**src/rtl/cavlc_pkg.sv**
```systemverilog
// Shared types and block-geometry helpers for the CAVLC coefficient scan sequencer.
package cavlc_pkg;

    typedef enum logic [1:0] {
        BLK_LUMA = 2'd0,
        BLK_AC   = 2'd1,
        BLK_DC   = 2'd2,
        BLK_RSV  = 2'd3
    } blk_type_e;

    typedef enum logic [2:0] {
        ST_IDLE = 3'd0,
        ST_CLR  = 3'd1,
        ST_SCAN = 3'd2,
        ST_WAIT = 3'd3,
        ST_OUT  = 3'd4
    } scan_state_e;

    localparam int LUMA_N = 16;
    localparam int AC_N   = 15;
    localparam int DC_N   = 4;

    // Lowest zigzag index that belongs to the block (AC blocks skip the DC term).
    function automatic logic [3:0] blk_first_idx(input blk_type_e t);
        logic [3:0] idx;
        case (t)
            BLK_AC:  idx = 4'd1;
            default: idx = 4'd0;
        endcase
        return idx;
    endfunction

    function automatic logic [3:0] blk_last_idx(input blk_type_e t);
        logic [3:0] idx;
        case (t)
            BLK_DC:  idx = 4'd3;
            default: idx = 4'd15;
        endcase
        return idx;
    endfunction

    function automatic logic [4:0] blk_len(input blk_type_e t);
        logic [4:0] n;
        case (t)
            BLK_AC:  n = 5'(AC_N);
            BLK_DC:  n = 5'(DC_N);
            default: n = 5'(LUMA_N);
        endcase
        return n;
    endfunction

endpackage

```
**src/rtl/cavlc_scan_ctrl_if.sv**
```systemverilog
// Block request, coefficient buffer, counter and result handshake bundle of the scan sequencer.
interface cavlc_scan_ctrl_if #(
    parameter int COEFF_W = 8,
    parameter int CNT_W   = 5
);
    logic               blk_start_i;
    logic [1:0]         blk_type_i;
    logic               blk_ready_o;
    logic               coeff_rd_o;
    logic [3:0]         coeff_addr_o;
    logic [COEFF_W-1:0] coeff_rdata_i;
    logic               cnt_rst_o;
    logic               start_cnt_o;
    logic [COEFF_W-1:0] coeff_o;
    logic [CNT_W-1:0]   total_coeff_i;
    logic               out_valid_o;
    logic               out_ready_i;
    logic [CNT_W-1:0]   out_total_coeff_o;
    logic [1:0]         out_trailing_ones_o;
    logic [3:0]         out_total_zeros_o;

    modport master (
        input  blk_start_i, blk_type_i, coeff_rdata_i, total_coeff_i, out_ready_i,
        output blk_ready_o, coeff_rd_o, coeff_addr_o, cnt_rst_o, start_cnt_o, coeff_o,
               out_valid_o, out_total_coeff_o, out_trailing_ones_o, out_total_zeros_o
    );

    modport slave (
        output blk_start_i, blk_type_i, coeff_rdata_i, total_coeff_i, out_ready_i,
        input  blk_ready_o, coeff_rd_o, coeff_addr_o, cnt_rst_o, start_cnt_o, coeff_o,
               out_valid_o, out_total_coeff_o, out_trailing_ones_o, out_total_zeros_o
    );
endinterface

```
**src/rtl/cavlc_t1_tz_tracker.sv**
```systemverilog
// TrailingOnes / TotalZeros accumulation over a reverse-order coefficient stream.
module cavlc_t1_tz_tracker #(
    parameter int COEFF_W = 8
) (
    input  logic               clk,
    input  logic               rst,
    input  logic               clr,
    input  logic               en,
    input  logic [COEFF_W-1:0] coeff,
    output logic [1:0]         t1,
    output logic [3:0]         tz
);
    localparam logic [COEFF_W-1:0] PLUS_ONE  = COEFF_W'(1);
    localparam logic [COEFF_W-1:0] MINUS_ONE = {COEFF_W{1'b1}};

    logic nz_s;
    logic pm1_s;
    logic t1_stop_r;
    logic seen_nz_r;

    // Classify the current datum.
    always_comb begin
        nz_s  = (coeff != {COEFF_W{1'b0}});
        pm1_s = (coeff == PLUS_ONE) || (coeff == MINUS_ONE);
    end

    // Trailing-ones run stops at the first non-unit nonzero; zeros count only below the highest nonzero.
    always_ff @(posedge clk) begin
        if (rst || clr) begin
            t1        <= 2'd0;
            tz        <= 4'd0;
            t1_stop_r <= 1'b0;
            seen_nz_r <= 1'b0;
        end else if (en) begin
            if (nz_s) begin
                seen_nz_r <= 1'b1;
                if (!t1_stop_r) begin
                    if (pm1_s && (t1 != 2'd3)) begin
                        t1 <= t1 + 2'd1;
                    end else begin
                        t1_stop_r <= 1'b1;
                    end
                end
            end else if (seen_nz_r) begin
                tz <= tz + 4'd1;
            end
        end
    end

endmodule

```
**src/rtl/cavlc_scan_ctrl.sv**
```systemverilog
// Per-block reverse-zigzag scan sequencer: drives the coefficient counter and reports
// {TotalCoeff, TrailingOnes, TotalZeros} over a valid/ready handshake.
module cavlc_scan_ctrl
    import cavlc_pkg::*;
#(
    parameter int COEFF_W = 8,
    parameter int CNT_W   = 5
) (
    input  logic                clk,
    input  logic                rst,
    cavlc_scan_ctrl_if.master   bus
);
    scan_state_e      state_r;
    blk_type_e        type_r;
    logic [4:0]       left_r;
    logic             blk_ready_r;
    logic             coeff_rd_r;
    logic [3:0]       addr_r;
    logic             cnt_rst_r;
    logic             start_cnt_r;
    logic             out_valid_r;
    logic [CNT_W-1:0] out_tc_r;
    logic [1:0]       out_t1_r;
    logic [3:0]       out_tz_r;
    logic [1:0]       t1_s;
    logic [3:0]       tz_s;
    blk_type_e        req_type_s;

    assign req_type_s = blk_type_e'(bus.blk_type_i);

    cavlc_t1_tz_tracker #(.COEFF_W(COEFF_W)) u_tracker (
        .clk   (clk),
        .rst   (rst),
        .clr   (cnt_rst_r),
        .en    (start_cnt_r),
        .coeff (bus.coeff_rdata_i),
        .t1    (t1_s),
        .tz    (tz_s)
    );

    // Sequencer FSM; every strobe is registered so it lines up with the state it belongs to.
    always_ff @(posedge clk) begin
        if (rst) begin
            state_r     <= ST_IDLE;
            type_r      <= BLK_LUMA;
            left_r      <= 5'd0;
            blk_ready_r <= 1'b0;
            coeff_rd_r  <= 1'b0;
            addr_r      <= 4'd0;
            cnt_rst_r   <= 1'b0;
            start_cnt_r <= 1'b0;
            out_valid_r <= 1'b0;
            out_tc_r    <= {CNT_W{1'b0}};
            out_t1_r    <= 2'd0;
            out_tz_r    <= 4'd0;
        end else begin
            case (state_r)
                ST_IDLE: begin
                    if (blk_ready_r && bus.blk_start_i && (req_type_s != BLK_RSV)) begin
                        type_r      <= req_type_s;
                        left_r      <= blk_len(req_type_s);
                        addr_r      <= blk_last_idx(req_type_s);
                        coeff_rd_r  <= 1'b1;
                        cnt_rst_r   <= 1'b1;
                        blk_ready_r <= 1'b0;
                        state_r     <= ST_CLR;
                    end else begin
                        blk_ready_r <= 1'b1;
                    end
                end
                ST_CLR: begin
                    cnt_rst_r   <= 1'b0;
                    start_cnt_r <= 1'b1;
                    addr_r      <= addr_r - 4'd1;
                    coeff_rd_r  <= 1'b1;
                    state_r     <= ST_SCAN;
                end
                ST_SCAN: begin
                    left_r <= left_r - 5'd1;
                    if (left_r == 5'd1) begin
                        start_cnt_r <= 1'b0;
                        coeff_rd_r  <= 1'b0;
                        state_r     <= ST_WAIT;
                    end else if (coeff_rd_r && (addr_r != blk_first_idx(type_r))) begin
                        // Reads run one ahead of the data, so the first index is fetched one cycle early.
                        addr_r     <= addr_r - 4'd1;
                        coeff_rd_r <= 1'b1;
                    end else begin
                        coeff_rd_r <= 1'b0;
                    end
                end
                ST_WAIT: begin
                    out_tc_r    <= bus.total_coeff_i;
                    out_t1_r    <= t1_s;
                    out_tz_r    <= tz_s;
                    out_valid_r <= 1'b1;
                    state_r     <= ST_OUT;
                end
                ST_OUT: begin
                    if (bus.out_ready_i) begin
                        out_valid_r <= 1'b0;
                        blk_ready_r <= 1'b1;
                        state_r     <= ST_IDLE;
                    end else begin
                        out_valid_r <= 1'b1;
                    end
                end
                default: begin
                    coeff_rd_r  <= 1'b0;
                    cnt_rst_r   <= 1'b0;
                    start_cnt_r <= 1'b0;
                    out_valid_r <= 1'b0;
                    blk_ready_r <= 1'b0;
                    state_r     <= ST_IDLE;
                end
            endcase
        end
    end

    // Read data goes straight to the counter so it is counted in the cycle it arrives.
    always_comb begin
        if (start_cnt_r) begin
            bus.coeff_o = bus.coeff_rdata_i;
        end else begin
            bus.coeff_o = {COEFF_W{1'b0}};
        end
    end

    assign bus.blk_ready_o         = blk_ready_r;
    assign bus.coeff_rd_o          = coeff_rd_r;
    assign bus.coeff_addr_o        = addr_r;
    assign bus.cnt_rst_o           = cnt_rst_r;
    assign bus.start_cnt_o         = start_cnt_r;
    assign bus.out_valid_o         = out_valid_r;
    assign bus.out_total_coeff_o   = out_tc_r;
    assign bus.out_trailing_ones_o = out_t1_r;
    assign bus.out_total_zeros_o   = out_tz_r;

endmodule

```
**src/flat_wrapper.sv**
```systemverilog
// flat-port wrapper written by rule: the top's interface ports become plain ports
module cavlc_scan_ctrl_flat import cavlc_pkg::*;
#(
    parameter int COEFF_W = 8,
    parameter int CNT_W   = 5
)
  (clk, rst, bus_blk_start_i, bus_blk_type_i, bus_coeff_rdata_i, bus_total_coeff_i, bus_out_ready_i, bus_blk_ready_o, bus_coeff_rd_o, bus_coeff_addr_o, bus_cnt_rst_o, bus_start_cnt_o, bus_coeff_o, bus_out_valid_o, bus_out_total_coeff_o, bus_out_trailing_ones_o, bus_out_total_zeros_o);
  cavlc_scan_ctrl_if #(.COEFF_W(COEFF_W), .CNT_W(CNT_W)) bus_i ();
  input  logic clk;
  input  logic rst;
  input wire logic [$bits(bus_i.blk_start_i)-1:0] bus_blk_start_i;
  input wire logic [$bits(bus_i.blk_type_i)-1:0] bus_blk_type_i;
  input wire logic [$bits(bus_i.coeff_rdata_i)-1:0] bus_coeff_rdata_i;
  input wire logic [$bits(bus_i.total_coeff_i)-1:0] bus_total_coeff_i;
  input wire logic [$bits(bus_i.out_ready_i)-1:0] bus_out_ready_i;
  output wire logic [$bits(bus_i.blk_ready_o)-1:0] bus_blk_ready_o;
  output wire logic [$bits(bus_i.coeff_rd_o)-1:0] bus_coeff_rd_o;
  output wire logic [$bits(bus_i.coeff_addr_o)-1:0] bus_coeff_addr_o;
  output wire logic [$bits(bus_i.cnt_rst_o)-1:0] bus_cnt_rst_o;
  output wire logic [$bits(bus_i.start_cnt_o)-1:0] bus_start_cnt_o;
  output wire logic [$bits(bus_i.coeff_o)-1:0] bus_coeff_o;
  output wire logic [$bits(bus_i.out_valid_o)-1:0] bus_out_valid_o;
  output wire logic [$bits(bus_i.out_total_coeff_o)-1:0] bus_out_total_coeff_o;
  output wire logic [$bits(bus_i.out_trailing_ones_o)-1:0] bus_out_trailing_ones_o;
  output wire logic [$bits(bus_i.out_total_zeros_o)-1:0] bus_out_total_zeros_o;
  assign bus_i.blk_start_i = bus_blk_start_i;
  assign bus_i.blk_type_i = bus_blk_type_i;
  assign bus_i.coeff_rdata_i = bus_coeff_rdata_i;
  assign bus_i.total_coeff_i = bus_total_coeff_i;
  assign bus_i.out_ready_i = bus_out_ready_i;
  assign bus_blk_ready_o = bus_i.blk_ready_o;
  assign bus_coeff_rd_o = bus_i.coeff_rd_o;
  assign bus_coeff_addr_o = bus_i.coeff_addr_o;
  assign bus_cnt_rst_o = bus_i.cnt_rst_o;
  assign bus_start_cnt_o = bus_i.start_cnt_o;
  assign bus_coeff_o = bus_i.coeff_o;
  assign bus_out_valid_o = bus_i.out_valid_o;
  assign bus_out_total_coeff_o = bus_i.out_total_coeff_o;
  assign bus_out_trailing_ones_o = bus_i.out_trailing_ones_o;
  assign bus_out_total_zeros_o = bus_i.out_total_zeros_o;
  cavlc_scan_ctrl #(.COEFF_W(COEFF_W), .CNT_W(CNT_W)) u_core (.clk(clk), .rst(rst), .bus(bus_i));
endmodule
```
**config.mk**
```make
export PLATFORM = sky130hd
export DESIGN_NAME = cavlc_scan_ctrl_flat
export DESIGN_NICKNAME = d
export VERILOG_FILES = /design/src/rtl/cavlc_pkg.sv /design/src/rtl/cavlc_scan_ctrl_if.sv /design/src/rtl/cavlc_t1_tz_tracker.sv /design/src/rtl/cavlc_scan_ctrl.sv /design/src/flat_wrapper.sv
export SDC_FILE = /design/constraint.sdc
export NUM_CORES = 1
export LEC_CHECK = 0
export BUFFER_PORTS_ARGS = -buffer_cell sky130_fd_sc_hd__buf_2
export CAP_MARGIN = 20
export CORE_MARGIN = 8
export CORE_UTILIZATION = 50
export CTS_CLUSTER_SIZE = 28
export DETAILED_ROUTE_END_ITERATION = 10
export PLACE_DENSITY = 0.81
export SLEW_MARGIN = 20
export SYNTH_ARGS = -nofsm -noshare
export SYNTH_HDL_FRONTEND = slang
export SYNTH_SLANG_ARGS = --single-unit
```
**constraint.sdc**
```tcl
create_clock -name clk -period 4.86 [get_ports clk]
set_input_delay 0.486 -clock clk [delete_from_list [all_inputs] [get_ports clk]]
set_output_delay 0.486 -clock clk [all_outputs]
set_load 0.005 [all_outputs]
```
==> run_results.csv <==
group,metric,value,unit
timing,fin_crit,1.98,ns
timing,grt_setup_unrepaired,"no",
yosys,yosysWarnings,0,
clock_network,clk_pin_slew_worst_paths,0.07,ns
floorplanning,initial_core_util,51.3,%
yosys,synthMuxAreaShare,1.61,%
layout,fillers,348,
clock_network,cts_num_sinks,38,
critical_path,critPathSlowestCell,"or4b_2",
placed_design,gp_congestion,0.794,
routing,wl_per_cell,12.9,um
timing,worstMarginPinSlew,0.811,ns
clock_network,cts_tree,"yes",
clock_network,clock_latency,0.29,ns
power_and_ir_drop,power.share.clock,26.4,%
yosys,synth-simple-area-share,26.6,%
routing,drt-total-wl,4120,um
yosys,yosysUniqueCellTypes,45,
global_routing,antenna_found_initial,0,
critical_path,crit_cells,6,
global_routing,grt_use_met3,7.11,%
layout,stdcell_count,318,
power_and_ir_drop,switching_power,238,uW
critical_path,worstSetupStartpoint,"u_core.left_r[0]",
floorplanning,die_y,77.0,um
routing,ant_nets,0,
timing,slew_violations,0,
layout,drive_gt1_share,23.0,%
layout,multiInputGateArea,0.00101,mm^2
critical_path,worstReg2RegEnd,"u_core.bus.coeff_addr_o[1]",
clock_network,cts_resized,0,
yosys,synth-adder-area-share,5.37,%
timing,slew_headroom,45.4,%
power_and_ir_drop,pwr-share-seq,48.3,%
layout,area_delta_synth_final,16.8,%
critical_path,worstSetupPathType,"flop to flop",
global_routing,grt_start_max_net_pins,34,
critical_path,required,5.08,ns
timing,hold_viol,0,
routing,routed_via_density,5.23,
timing,setup-tns-final,0,ns
critical_path,path_buf_inv,0,
critical_path,cp_cell_sequence,"ha_1 -> or4b_2 -> a21o_2 -> o211ai_4 -> nor2_1 -> a211oi_2",
power_and_ir_drop,vdd_drop_max,0.236,mV
global_routing,grt_pass1_wl,7130,um
critical_path,cp.arrival,2.20,ns
layout,register_area,761,um^2
yosys,synth_top_family_by_area,"simple AND/OR/NAND/NOR gates",
power_and_ir_drop,swShare,31.1,%
critical_path,endpoint,"u_core.bus.coeff_addr_o[1]",
yosys,synth_compound_gate_area_share,17.9,%
power_and_ir_drop,p_int,527,uW
critical_path,rr_worst_depth,6,
floorplanning,ios,47,
global_routing,grt_pass1_vias,1613,
global_routing,grt_use_met2,23.9,%
critical_path,worstSetupStartpointType,"flop",
yosys,yosysSeqAreaShare,40.8,%
layout,nets,297,
routing,drc_errors,0,
routing,vias,1662,
global_routing,busiest_layer,"met2",
global_routing,met1_usage,16.0,%
floorplanning,num_rows,22,
placed_design,portBuffers,46,
placed_design,placed_cells,311,
clock_network,cts_root_buf,"clkbuf_8",
clock_network,numCtsBuffers,5,
yosys,synthXorXnorAreaFrac,2.82,%
flow_run,drv_cap,0,
placed_design,dp_hpwl,3110,um
critical_path,cp_top_family,"simple AND/OR/NAND/NOR gates",
yosys,synth_area,0.00186,mm^2
power_and_ir_drop,p_comb_share,25.2,%
floorplanning,die_w,77.0,um
critical_path,critPathMaxStageDelay,0.67,ns
floorplanning,core_area,0.00363,mm^2
critical_path,r2r-start,"u_core.left_r[0]",
power_and_ir_drop,power.density,352,mW/mm^2
routing,dr.pass1.iters,4,
clock_network,h-tree-depth,2,
yosys,postSynth.asyncResetShare,0,%
timing,clock.fmax,505,MHz
layout,diodes,0,
outcome,status,"finished, final reports clean",
layout,post-route-util,59.9,%
timing,setup_viol_count_final,0,
global_routing,grtUsageTotal,14.4,%
clock_network,cts_setup_buffers,0,
timing,finClkSkew,0.00761,ns
critical_path,crit_fanout,7,
yosys,ys_seq_elements,38,
critical_path,worstSetupEndpointType,"flop",
yosys,syn_area_per_cell,8.17,um^2
routing,dr.first_iter.drc_count,113,
timing,fin_crit_sh,40.8,%
clock_network,clk_path_buf_depth,2,
yosys,synth_edf_count,0,
yosys,synth_nets,255,
clock_network,cts_hold_buf,0,
floorplanning,die_area,0.00594,mm^2
yosys,netlist_instances,228,
critical_path,rrSetupSlack,2.88,ns
power_and_ir_drop,p_leak,0.915,nW
yosys,synth_flop_cell,"dfxtp_1",
min_path,hp-class,"primary input to flop",
global_routing,overflow,0,
[worst register-to-register path: cells and delay by family, from the launching register on]
kind	cells	cell delay (ns)
simple gates	2	0.77
compound gates	3	0.60
fa+ha+maj	1	0.16
flops	1	0.39
[layer usage]
layer	routed length [um]	share of wire, %
met3	286	6.9
met4	46	1.1
met5	0	0
met2	1910	46
met1	1870	45
[cells in the final DEF, fill, tap and decap left out, types with 5 or more instances in the layout]
master    synthesis  routed
a21oi_1          29      29
o21ai_0           8       8
and2_1           10      10
clkbuf_8          0       5
nand2_1          35      35
ha_1              8       8
nor2_1           20      20
dfxtp_1          38      38
inv_1            10      10
buf_2             0      46
nand3_1           5       5
[power by group through the flow]
stage	Sequential [mW]	Combinational, mW	Clock, mW
finish	0.370	0.193	0.202
global route	0.375	0.220	0.219
CTS	0.370	0.194	0.209
detailed placement	0.377	0.193	0
global placement	0.376	0.189	0
floorplan	0.367	0.145	0
[registers in the layout, indices dropped and copies added, names as in the netlist, 2 cells and up]
name,cells
u_core.bus.out_total_coeff_o,5
u_core.state_r,3
u_core.type_r,2
u_core.u_tracker.t1,2
u_core.bus.out_trailing_ones_o,2
u_core.bus.out_total_zeros_o,4
u_core.bus.coeff_addr_o,4
u_core.left_r,5
u_core.u_tracker.tz,4
[cell families after synthesis]
kind of cell,after synthesis
compound gates,53
xor+xnor,6
fa+ha+maj,8
buf+inv,21
flops,38
mux,3
simple gates,99
[synthesized netlist by cell type (3+ instances only)]
library cell	count	share of area, %
dfxtp_1	38	41
nor3_1	4	1.1
a21oi_1	29	7.8
ha_1	8	5.4
xor2_1	3	1.4
nand3_1	5	1.3
a211oi_1	3	1.2
inv_1	10	2.0
o21ai_0	8	2.1
and2_1	10	3.4
nand2_1	35	7.1
mux2i_1	3	1.6
xnor2_1	3	1.4
or3_1	3	1.0
clkbuf_1	8	1.6
nor2_1	20	4.0
[area by class of cell]
cell class | instances | share of cell area [%]
Sequential cell | 38 | 35.0
Multi-Input combinational cell | 169 | 46.5
Inverter | 10 | 1.73
Clock buffer | 7 | 3.51
Timing Repair Buffer | 46 | 10.6
Tap cell | 48 | 2.76
[worst min-delay path by stage]
stage                                    start                               to  depth (start not counted)
2_1_floorplan       u_core.u_tracker.t1_stop_r       u_core.u_tracker.t1_stop_r                          2
5_1_grt                   bus_total_coeff_i[2]  u_core.bus.out_total_coeff_o[2]                          3
4_1_cts                   bus_total_coeff_i[3]  u_core.bus.out_total_coeff_o[3]                          3
3_3_place_gp   u_core.bus.out_total_coeff_o[2]  u_core.bus.out_total_coeff_o[2]                          2
3_5_place_dp   u_core.bus.out_total_coeff_o[1]  u_core.bus.out_total_coeff_o[1]                          2
6_report                  bus_total_coeff_i[3]  u_core.bus.out_total_coeff_o[3]                          3
[through the flow]
step | total power, mW | instance area, um^2 | worst slack, ns | hold slack [ns]
after global routing | 0.815 | 2180 | 2.60 | 0.436
after global placement | 0.565 | 2100 | 2.64 | 0.439
after CTS | 0.773 | 2180 | 2.87 | 0.430
final | 0.765 | 2180 | 2.88 | 0.436
after floorplan | 0.511 | 1860 | 2.99 | 0.431
after detailed placement | 0.571 | 2100 | 2.59 | 0.447
Note: power is estimated with default switching activity, not from simulation.
